--- config.mk ---
export PLATFORM = sky130hd
export DESIGN_NAME = stage_sequencer
export DESIGN_NICKNAME = d
export VERILOG_FILES = /design/src/rtl/stage_sequencer.sv
export SDC_FILE = /design/constraint.sdc
export NUM_CORES = 1
export LEC_CHECK = 0
export BUFFER_PORTS_ARGS = -buffer_cell sky130_fd_sc_hd__buf_2
export CAP_MARGIN = 20
export CORE_MARGIN = 8
export CORE_UTILIZATION = 54
export CTS_CLUSTER_DIAMETER = 50
export CTS_CLUSTER_SIZE = 20
export DETAILED_ROUTE_END_ITERATION = 8
export GPL_TIMING_DRIVEN = 1
export PLACE_DENSITY_LB_ADDON = 0.3
export RECOVER_POWER = 50
export SETUP_SLACK_MARGIN = 0.15
export SLEW_MARGIN = 20
export SYNTH_ARGS = -nofsm -noshare
export SYNTH_HDL_FRONTEND = slang
export SYNTH_SLANG_ARGS = --single-unit
--- constraint.sdc ---
create_clock -name clk -period 6.1 [get_ports clk]
set_input_delay 0 -clock clk [delete_from_list [all_inputs] [get_ports clk]]
set_output_delay 0 -clock clk [all_outputs]
set_load 0.01 [all_outputs]
--- src/rtl/stage_sequencer.sv ---
// Multi-cycle control FSM: steps each instruction through FETCH, DECODE, EXECUTE,
// MEMORY and WRITE, owning the memory handshakes, the memory timeout and the trap.
module stage_sequencer #(
  parameter int MEM_TIMEOUT = 16,
  parameter int CNT_W       = 32
) (
  input  logic             clk,
  input  logic             reset,
  input  logic             run_i,
  input  logic [31:0]      ir_i,
  input  logic             imem_ack_i,
  input  logic             dmem_ack_i,
  output logic [2:0]       stage_o,
  output logic             imem_req_o,
  output logic             dmem_req_o,
  output logic             dmem_we_o,
  output logic             ir_load_o,
  output logic             wd_q_readin_o,
  output logic             pc_load_o,
  output logic             retire_o,
  output logic [CNT_W-1:0] retire_cnt_o,
  output logic             trap_o,
  output logic [1:0]       trap_cause_o
);

  localparam int TW = (MEM_TIMEOUT > 2) ? $clog2(MEM_TIMEOUT) : 1;
  localparam logic [TW-1:0] TMO_LAST = TW'(MEM_TIMEOUT - 1);

  typedef enum logic [2:0] {
    S_IDLE    = 3'd0,
    S_FETCH   = 3'd1,
    S_DECODE  = 3'd2,
    S_EXECUTE = 3'd3,
    S_MEMORY  = 3'd4,
    S_WRITE   = 3'd5,
    S_TRAP    = 3'd7
  } state_t;

  state_t           state_q, state_d;
  logic [TW-1:0]    tmo_q, tmo_d;
  logic             is_load_q, is_load_d;
  logic             is_store_q, is_store_d;
  logic             no_wb_q, no_wb_d;
  logic [CNT_W-1:0] retire_cnt_q, retire_cnt_d;
  logic [1:0]       cause_q, cause_d;
  logic             imem_req_q, imem_req_d;
  logic             dmem_req_q, dmem_req_d;
  logic             dmem_we_q, dmem_we_d;
  logic             wd_q, wd_d;
  logic             pc_load_q, pc_load_d;
  logic             retire_q, retire_d;
  logic             trap_q, trap_d;

  logic             op_legal, op_load, op_store, op_nowb;
  logic             unused_ir;

  assign unused_ir = ^ir_i[31:7];

  always_comb begin
    op_legal = 1'b1;
    op_load  = 1'b0;
    op_store = 1'b0;
    op_nowb  = 1'b0;
    case (ir_i[6:0])
      7'b0110011, 7'b0010011, 7'b1101111,
      7'b1100111, 7'b0110111, 7'b0010111: op_legal = 1'b1;
      7'b0000011: op_load = 1'b1;
      7'b0100011: begin
        op_store = 1'b1;
        op_nowb  = 1'b1;
      end
      7'b1100011: op_nowb = 1'b1;
      default:    op_legal = 1'b0;
    endcase
  end

  // Outputs are registered from the next state so every strobe lines up with stage_o.
  always_comb begin
    state_d      = state_q;
    tmo_d        = tmo_q;
    is_load_d    = is_load_q;
    is_store_d   = is_store_q;
    no_wb_d      = no_wb_q;
    cause_d      = cause_q;
    retire_cnt_d = retire_cnt_q;
    case (state_q)
      S_IDLE: if (run_i) state_d = S_FETCH;
      S_FETCH: begin
        if (imem_ack_i) begin
          state_d = S_DECODE;
        end else if (tmo_q == TMO_LAST) begin
          state_d = S_TRAP;
          cause_d = 2'd1;
        end else begin
          tmo_d = tmo_q + TW'(1);
        end
      end
      S_DECODE: begin
        is_load_d  = op_load;
        is_store_d = op_store;
        no_wb_d    = op_nowb;
        if (op_legal) begin
          state_d = S_EXECUTE;
        end else begin
          state_d = S_TRAP;
          cause_d = 2'd2;
        end
      end
      S_EXECUTE: state_d = (is_load_q || is_store_q) ? S_MEMORY : S_WRITE;
      S_MEMORY: begin
        if (dmem_ack_i) begin
          state_d = S_WRITE;
        end else if (tmo_q == TMO_LAST) begin
          state_d = S_TRAP;
          cause_d = 2'd1;
        end else begin
          tmo_d = tmo_q + TW'(1);
        end
      end
      S_WRITE: state_d = run_i ? S_FETCH : S_IDLE;
      S_TRAP:  state_d = S_TRAP;
      default: state_d = S_IDLE;
    endcase

    if ((state_d == S_FETCH || state_d == S_MEMORY) && state_d != state_q) tmo_d = '0;
    if (state_d == S_WRITE) retire_cnt_d = retire_cnt_q + CNT_W'(1);

    imem_req_d = (state_d == S_FETCH);
    dmem_req_d = (state_d == S_MEMORY);
    dmem_we_d  = (state_d == S_MEMORY) && is_store_d;
    wd_d       = (state_d == S_WRITE) && !no_wb_d;
    pc_load_d  = (state_d == S_WRITE);
    retire_d   = (state_d == S_WRITE);
    trap_d     = (state_d == S_TRAP);
  end

  always_ff @(posedge clk) begin
    if (reset) begin
      state_q      <= S_IDLE;
      tmo_q        <= '0;
      is_load_q    <= 1'b0;
      is_store_q   <= 1'b0;
      no_wb_q      <= 1'b0;
      cause_q      <= 2'd0;
      retire_cnt_q <= '0;
      imem_req_q   <= 1'b0;
      dmem_req_q   <= 1'b0;
      dmem_we_q    <= 1'b0;
      wd_q         <= 1'b0;
      pc_load_q    <= 1'b0;
      retire_q     <= 1'b0;
      trap_q       <= 1'b0;
    end else begin
      state_q      <= state_d;
      tmo_q        <= tmo_d;
      is_load_q    <= is_load_d;
      is_store_q   <= is_store_d;
      no_wb_q      <= no_wb_d;
      cause_q      <= cause_d;
      retire_cnt_q <= retire_cnt_d;
      imem_req_q   <= imem_req_d;
      dmem_req_q   <= dmem_req_d;
      dmem_we_q    <= dmem_we_d;
      wd_q         <= wd_d;
      pc_load_q    <= pc_load_d;
      retire_q     <= retire_d;
      trap_q       <= trap_d;
    end
  end

  assign stage_o       = state_q;
  assign imem_req_o    = imem_req_q;
  assign dmem_req_o    = dmem_req_q;
  assign dmem_we_o     = dmem_we_q;
  assign ir_load_o     = (state_q == S_FETCH) && imem_ack_i && !reset;
  assign wd_q_readin_o = wd_q;
  assign pc_load_o     = pc_load_q;
  assign retire_o      = retire_q;
  assign retire_cnt_o  = retire_cnt_q;
  assign trap_o        = trap_q;
  assign trap_cause_o  = cause_q;

endmodule
---- Word-level counts from Yosys, hierarchy flattened ----
Index checks and enable logic that the tools add are counted.
Widths: inputs -> output; s select.
storage, ports and cells
  bits in registers ....................... 50
  latch bits .............................. 0
  RAM bits ................................ 0
  memory bits (read-only) ................. 0
  input port bits ......................... 37
  output and inout port bits .............. 45
  word-level logic and storage cells ...... 79
  memories ................................ 0
cells by class
  add/subtract/negate cells ............... 2
  $mul .................................... 0
  divide/modulo/power cells ............... 0
  order comparisons ....................... 0
  equality and inequality tests ........... 24
  shift operators ......................... 0
  muxes and demuxes ....................... 23
  bitwise gates (word level) .............. 0
  reduce and logical (&&, ||, !) cells .... 17
operators with widths
  cell                   number
  $add 32x1->32 const B  1
  $eq 7x6->1 const B     3
  $eq 7x7->1 const B     3
  $pmux 3 s7             1
  $eq 3x3->1 const B     6
  $mux 3                 5
  $eq 7x5->1 const B     2
  $mux 4                 3
  $reduce_or 9->1        1
  $mux 1                 8
  $mux 2                 4
  $pmux 4 s2             1
  $eq 7x2->1 const B     1
  $eq 3x1->1 const B     2
  $eq 3x2->1 const B     2
  $ne 2x2->1 const B     3
  $pmux 2 s3             1
  $logic_and 1x1->1      5
  $add 4x1->4 const B    1
  $eq 4x4->1 const B     1
  $reduce_and 4->1       1
  $reduce_or 2->1        2
  $logic_not 3->1        1
  $ne 3x3->1             1
  5 further kinds        7

---- Longest topological paths before layout ----
Gate-level depths: netlist of run 1.
  depth after elaboration ................. 9
  depth in mapped cells ................... 9
  mapped depth without buffers ............ 7

---- Worst setup path before layout of run 1 ----
OpenSTA, ideal clock, no wires.
  kind .................................... register to register
  start ................................... register retire_cnt_q[8], in the netlist retire_cnt_o[8]
  end ..................................... register retire_cnt_q[28], in the netlist retire_cnt_o[28]
  setup time .............................. 0.070 ns
  data arrival time ....................... 2.270 ns
  data required time ...................... 6.030 ns
  slack ................................... 3.760 ns
  cell stages (with the launch flop) ...... 8
  path buffers ............................ 1
  clock period less this slack ............ 2.340 ns
  path through ............................ dfxtp_1 > and4_4 > nand2_2 > or4_1 > buf_2 > or4_4 > or3_1 > a21oi_1
on the way
  cells in the longest elaborated chain, start to end .. 1
RTL lines
  what                      line  RTL
  start: declaration        44    logic [CNT_W-1:0] retire_cnt_q, retire_cnt_d;
  start signal: assignment  160   retire_cnt_q <= retire_cnt_d;
  $add 32x1->32             126   if (state_d == S_WRITE) retire_cnt_d = retire_cnt_q + CNT_W'(1);
Every way passes these cells.
A chain may end at the register's enable or synchronous reset.

---- Final worst setup path of run 1 ----
  start ................................... register state_q[1], in the netlist stage_o[1]
  end ..................................... register retire_cnt_q[17], in the netlist retire_cnt_o[17]
on the way
  cells in the longest elaborated chain, start to end .. 4
RTL lines
  what                              line     RTL
  start: declaration                39       state_t state_q, state_d;
  start signal: assignment          154      state_q <= state_d;
  $mux 3                            91, 113
  $mux 3, on equally long branches  111, 89
  $pmux 3 s7 (*)                    86       case (state_q)
  $eq 3x3->1 (*)                    126
Every way passes the cells marked *; elsewhere a longest branch is shown, timed or not.

==> summary.md, run 1 <==
| Metric | Value |
|---|---|
| Hold WC Path Type | `input port to flop` |
| HP Start | `ir_i[4]` |
| Worst Tran Pin Value | `1.026 ns` |
| Pin count of the biggest net entering global routing | `48` |
| Final Wtd Congestion | `0.8017` |
| Worst setup path category | `flop to flop` |
| Worst rel slew slack | `0.3158` |
| Area Overhead vs Synth | `12.90%` |
| Dpl hpwl | `4395 µm` |
| DRC viols | `0` |
| I/O Pins | `82` |
| Status | `completed` |
| Layout Skew | `0.007255 ns` |
| Deepest clock path buffer count | `2` |
| R2R setup slack | `3.18 ns` |
| Sequential-to-total area share from yosys stat | `0.3968` |
| Hold Violations, Final | `0` |
| Ant diodes | `0` |
| Post_cts resized | `0` |
| Total wire length | `6175 µm` |
| Row cnt | `25` |
| Avg WL per Cell | `15.02 µm` |
| Antenna violations before repair | `0` |
| Worst hold stages | `4` |
| Vias in the first global route | `2379` |
| F_max | `0.3427 GHz` |
| Clock Latency Late Sink | `0.31 ns` |
| Synthesized Nets | `347` |
| Reg-to-Reg Start | `stage_o[1]` |
| RSZ-0062 raised after global routing | `false` |
| Share of the synthesized area in the top cell type | `0.3968` |
| Ys Warns | `0` |
| Avg Cell Area, Syn | `8.190 µm²` |
| Cell area power density | `305.2 nW/µm²` |
| Nets | `395` |
| Router iterations before antenna repair | `7` |
| Netlist cell types | `50` |
| Synth area leaders | `dfxtp_1 40%, a21oi_1 4.8%, xnor2_1 4.5%` |
| Die height | `84.35 µm` |
| Most instantiated cells after synthesis | `50 x dfxtp_1, 25 x nor2_1, 24 x a21oi_1` |
| H-Tree Depth | `2` |
| TritonCTS clock tree | `yes` |
| Synth Flop Type | `dfxtp_1` |
| Cts bufs inserted | `5` |
| Max_cap viols | `0` |
| Count leader, synth | `dfxtp_1` |
| Setup Total Neg Slack | `0 ns` |
| Final core occ | `0.6193` |
| Post-Synthesis Cell Area | `2522 µm²` |
| Final Setup Violations | `0` |
| Clock Sinks | `50` |
| Post-Syn Instances | `308` |
| Dpl cell area | `2808 µm²` |
| Crit-path max FO | `17` |
| Synth area leader | `dfxtp_1` |
| Total global-route track usage | `0.1744` |
| Crit. End Element | `flop` |
| Post-synth ARST share | `0` |
| Hold Path End | `is_store_q` |
| Remaining global-route overflow | `0` |
| Routed via count | `2435` |
| Design Area, Final | `2848 µm²` |
| Die width | `84.35 µm` |
| R2R cell count | `6` |
| Share of layout cells above drive strength 1 | `0.08123` |
| Data required time of the worst path | `6.33 ns` |
| Max Slew Vio Count | `0` |
| Setup crit start kind | `flop` |
| First-pass GRT wire length | `10780 µm` |
| Worst EP arrival | `3.15 ns` |
| 1st-iter DRT viols | `167` |
| Fillers | `428` |
| Reg clk slew, reported paths | `0.09 ns` |
| CTS root buf | `clkbuf_8` |
| Port Buf Inserts | `56` |
| Starting Density | `0.5486` |
| Period Utilization, post-route | `0.4783` |
| Post-synth EDFFs | `0` |
| Reg-to-reg endpoint | `retire_cnt_o[17]` |
| CORE AREA | `4598 µm²` |
| Flops & latches, synth | `50` |
| Die ar. | `7114 µm²` |
| Peak VDD IR | `0.0001774 V` |
| Crit path time final | `2.918 ns` |
| Leak pwr | `0.0009052 µW` |
| Post-DR vias/cell | `5.925` |
| Routed Antenna Nets | `0` |
worst max-delay path by stage:
stage	from	endpoint	slack, ns	depth (start not counted)
2_1_floorplan	retire_cnt_o[8]	retire_cnt_o[28]	3.76	7
3_5_place_dp	stage_o[1]	retire_cnt_o[18]	3.24	6
3_3_place_gp	stage_o[1]	retire_cnt_o[18]	3.29	6
5_1_grt	stage_o[1]	retire_cnt_o[17]	2.96	6
4_1_cts	stage_o[1]	retire_cnt_o[17]	3.21	6
6_report	stage_o[1]	retire_cnt_o[17]	3.18	6
per-layer routing:
metal	track usage	vias to the layer above	routed length (µm)
met3	0.05227	6	264
met5	0	-	0
li1	-	1241	-
met2	0.3036	47	3092
met1	0.1985	1141	2760
met4	0.05401	0	57
flip-flops by register name (all words and copies together) (netlist names):
signal / count
wd_q_readin_o: 1
tmo_q: 4
stage_o: 3
dmem_req_o: 1
is_store_q: 1
no_wb_q: 1
imem_req_o: 1
trap_o: 1
retire_o: 1
is_load_q: 1
dmem_we_o: 1
retire_cnt_o: 32
trap_cause_o: 2
metrics by stage:
step | total power [µW] | hold WS, ns | std cells | worst slack (ns)
2_1_floorplan | 611.5 | 0.07704 | 308 | 3.760
3_3_place_gp | 677.5 | 0.3319 | 402 | 3.290
3_5_place_dp | 684.6 | 0.3263 | 402 | 3.237
4_1_cts | 877.2 | 0.04375 | 411 | 3.214
5_1_grt | 924.8 | 0.06328 | 411 | 2.959
6_report | 869.2 | 0.04837 | 411 | 3.182
critical path, cell delays in order, from the launching register on:
cell and delay, ns:
dfxtp_1 0.64, or3b_1 0.51, a31oi_2 0.27, a21o_1 0.36, nand3_2 0.33, or4_1 0.59
a21oi_1 0.15
placed cells by master (no fill, tap or decap), types with 5 or more instances in the layout:
master	synthesis	final
clkbuf_8	0	5
nand3_1	18	18
nor3_1	11	11
a21oi_1	24	24
or4_1	8	8
nand2_1	23	23
and3_1	6	6
nor4_1	14	14
buf_2	2	11
or3_1	11	11
xnor2_1	13	13
nand4_1	12	12
clkbuf_1	13	46
o31ai_1	7	7
inv_1	7	7
o21ai_0	14	14
nor2_1	25	25
dfxtp_1	50	50
cell type report:
cell class / count / area, µm² / share of cell area
well taps: 54 / 67.56 / 0.02373
clock buffers: 6 / 72.57 / 0.02548
inverters: 7 / 26.28 / 0.009227
multi-input cells: 233 / 1418 / 0.4978
flip-flops and latches: 50 / 1001 / 0.3515
repair buffers: 59 / 249.0 / 0.08743
clock inverters: 2 / 13.76 / 0.004833
power breakdown:
part / switching, µW / internal [µW]
Sequential: 35.5 / 349
Combinational: 194 / 97.3
Clock: 112 / 81.2
what timing repair did:
action | in CTS | in global routing
hold endpoints to repair | 1 | 0
setup buffers | 0 | 0
hold buffers | 1 | 0
cells by family after synthesis:
kind of cell,after synthesis,share of synthesized area
and+or+nand+nor,151,0.3328
AOI/OAI and AO/OA,62,0.1563
DFF,50,0.3968
buffers and inverters,25,0.04117
xor gates and xnor gates,17,0.05903
adders and majority gates,2,0.009919
muxes,1,0.003968
Power figures use the tool's default switching activity.
==> run 2, diff against run 1 <==
CORE_UTILIZATION = 46   (was 54)
clock period = 2.4 ns   (was 6.1 ns; I/O delays follow)
==> summary.md, run 2 (same netlist as run 1, synthesis figures left out) <==
| Metric | Value |
|---|---|
| Setup WS pre-CTS | `0.02703 ns (was 3.237 ns)` |
| Worst hold stages | `3 (was 4)` |
| Routed via count | `2592 (was 2435)` |
| Total wire length | `6924 µm (was 6175 µm)` |
| Crit path time final | `2.245 ns (was 2.918 ns)` |
| Ant diodes | `0 (unchanged)` |
| Crit. End Element | `flop (unchanged)` |
| Reg clk slew, reported paths | `0.09 ns (about the same)` |
| Post-CTS Hold Fix Bufs | `0 (was 1)` |
| Die width | `90.05 µm (was 84.35 µm)` |
| Met1 Wirelength | `3076 µm (was 2760 µm)` |
| H-Tree Depth | `2 (unchanged)` |
| Reg-to-Reg Start | `stage_o[1] (unchanged)` |
| Hold WC Path Type | `input port to flop (unchanged)` |
| RSZ-0062 raised after global routing | `false (unchanged)` |
| Met2 wire len | `3426 µm (was 3092 µm)` |
| TritonCTS clock tree | `yes (unchanged)` |
| Max Slew Vio Count | `0 (unchanged)` |
| DR top layer | `met4 (unchanged)` |
| First-pass GRT wire length | `10960 µm (was 10780 µm)` |
| F_max | `0.4454 GHz (was 0.3427 GHz)` |
| Starting Density | `0.4667 (was 0.5486)` |
| Total global-route track usage | `0.1566 (was 0.1744)` |
| Worst Tran Pin Value | `0.5813 ns (was 1.026 ns)` |
| Vias in the first global route | `2442 (was 2379)` |
| Critical path's slowest cell | `or3b_1 (was dfxtp_1)` |
| Worst EP arrival | `2.43 ns (was 3.15 ns)` |
| DRC viols | `0 (unchanged)` |
| 1st-iter DRT viols | `151 (was 167)` |
| Crit path cell chain | `or3b_1 > a31oi_4 > a21oi_1 > buf_4 > nor4_1 > xor2_1 > nor2b_1 (was or3b_1 > a31oi_2 > a21o_1 > nand3_2 > or4_1 > a21oi_1)` |
| Avg WL per Cell | `15.02 µm (about the same)` |
| Most frequent cells in the layout | `47 x dfxtp_1, 37 x clkbuf_1, 31 x buf_4 (was 50 x dfxtp_1, 46 x clkbuf_1, 25 x nor2_1)` |
| Deepest clock path buffer count | `2 (unchanged)` |
| Nets | `427 (was 395)` |
| Status | `completed (unchanged)` |
| Worst rel slew slack | `0.6103 (was 0.3158)` |
| DR WL met3 | `337 µm (was 264 µm)` |
| Cell area power density | `801.1 nW/µm² (was 305.2 nW/µm²)` |
| Worst setup path category | `flop to flop (unchanged)` |
| Slowest stage delay, CP | `0.44 ns (was 0.64 ns)` |
| CORE AREA | `5405 µm² (was 4598 µm²)` |
| Antenna violations before repair | `0 (unchanged)` |
| Pin count of the biggest net entering global routing | `31 (was 48)` |
| Most common cell after layout, fill and taps aside | `dfxtp_1 (unchanged)` |
| Max_cap viols | `0 (unchanged)` |
| Data required time of the worst path | `2.59 ns (was 6.33 ns)` |
| Cts bufs inserted | `5 (unchanged)` |
| Post-DR vias/cell | `5.623 (was 5.925)` |
| Port Buf Inserts | `56 (unchanged)` |
| CTS root buf | `clkbuf_8 (unchanged)` |
| Worst Setup SP | `stage_o[1] (unchanged)` |
| Hold Violations, Final | `0 (unchanged)` |
| Area Overhead vs Synth | `28.27% (was 12.90%)` |
| Period Utilization, post-route | `0.9355 (was 0.4783)` |
| Die ar. | `8109 µm² (was 7114 µm²)` |
| R2R setup slack | `0.15 ns (was 3.18 ns)` |
| Worst setup margin | `0.1548 ns (was 3.182 ns)` |
| Final Wtd Congestion | `0.8478 (was 0.8017)` |
| Row cnt | `27 (was 25)` |
| Setup crit start kind | `flop (unchanged)` |
| Share of layout cells above drive strength 1 | `0.2288 (was 0.08123)` |
| R2R cell count | `7 (was 6)` |
| Crit-path max FO | `7 (was 17)` |
| Max FFs per register | `32 (unchanged)` |
| Routed Antenna Nets | `0 (unchanged)` |
| Die height | `90.05 µm (was 84.35 µm)` |
| Dpl hpwl | `4777 µm (was 4395 µm)` |
| Worst setup path endpoint | `retire_cnt_o[6] (was retire_cnt_o[17])` |
| Leak pwr | `0.001114 µW (was 0.0009052 µW)` |
| Layout Skew | `0.007574 ns (was 0.007255 ns)` |
| I/O Pins | `82 (unchanged)` |
| Final Setup Violations | `0 (unchanged)` |
| Setup Total Neg Slack | `0 ns (unchanged)` |
| Remaining global-route overflow | `0 (unchanged)` |
| Router iterations before antenna repair | `5 (was 7)` |
| Clock Sinks | `50 (unchanged)` |
| Reg-to-reg endpoint | `retire_cnt_o[6] (was retire_cnt_o[17])` |
| Clock Latency Late Sink | `0.31 ns (about the same)` |
| Peak VDD IR | `0.0004785 V (was 0.0001774 V)` |
## run 2: through the flow
step / hold WS, ns / std cells / utilization / total power (µW) / area (µm²)
after floorplan: 0.07704 / 308 / - / 1555 / 2544
after global placement: 0.3334 / 438 / 0.5523 / 1899 / 2985
after detailed placement: 0.3332 / 438 / 0.5523 / 1916 / 2985
after CTS: 0.01001 / 448 / 0.5715 / 2406 / 3089
after global routing: 0.03244 / 461 / 0.5986 / 2750 / 3236
final: 0.01156 / 461 / 0.5986 / 2592 / 3236
## run 2: cell type report
type / instances / area [µm²]
Fill cell: 500 / 2170
Multi-Input combinational cell: 233 / 1518
Sequential cell: 50 / 1010
Timing Repair Buffer: 91 / 508.0
Tap cell: 72 / 90.09
Clock buffer: 7 / 76.32
Inverter: 7 / 26.28
Clock inverter: 1 / 7.507
## run 2: per-layer routing
layer / GRT usage / vias to the layer above
met5: 0 / -
met4: 0.05964 / 0
met3: 0.03491 / 8
met2: 0.2791 / 58
met1: 0.1768 / 1230
li1: - / 1296
## run 2: worst min path at each step
stage	startpoint	endpoint
2_1_floorplan	reset	is_store_q
3_3_place_gp	ir_i[5]	is_store_q
3_5_place_dp	ir_i[5]	is_store_q
4_1_cts	ir_i[5]	is_store_q
5_1_grt	ir_i[5]	is_store_q
6_report	ir_i[5]	is_store_q
## run 2: timing repair
item                                    in CTS  in global routing
pin swaps                                    1                  8
endpoints found under the setup margin      17                 34
setup buffers                                2                 13
resized for setup                            2                 30
## run 2: report_power, final
| part | internal, µW | switching [µW] |
|---|---|---|
| Clock | 207 | 284 |
| Sequential | 891 | 58.9 |
| Combinational | 499 | 652 |
## run 2: critical path: cells and delay by family (launching register included)
| family | cells | cell delay [ns] |
|---|---|---|
| AOI/OAI and AO/OA | 2 | 0.42 |
| xor gates and xnor gates | 1 | 0.11 |
| and+or+nand+nor | 3 | 0.94 |
| DFF | 1 | 0.42 |
| buffers and inverters | 1 | 0.23 |
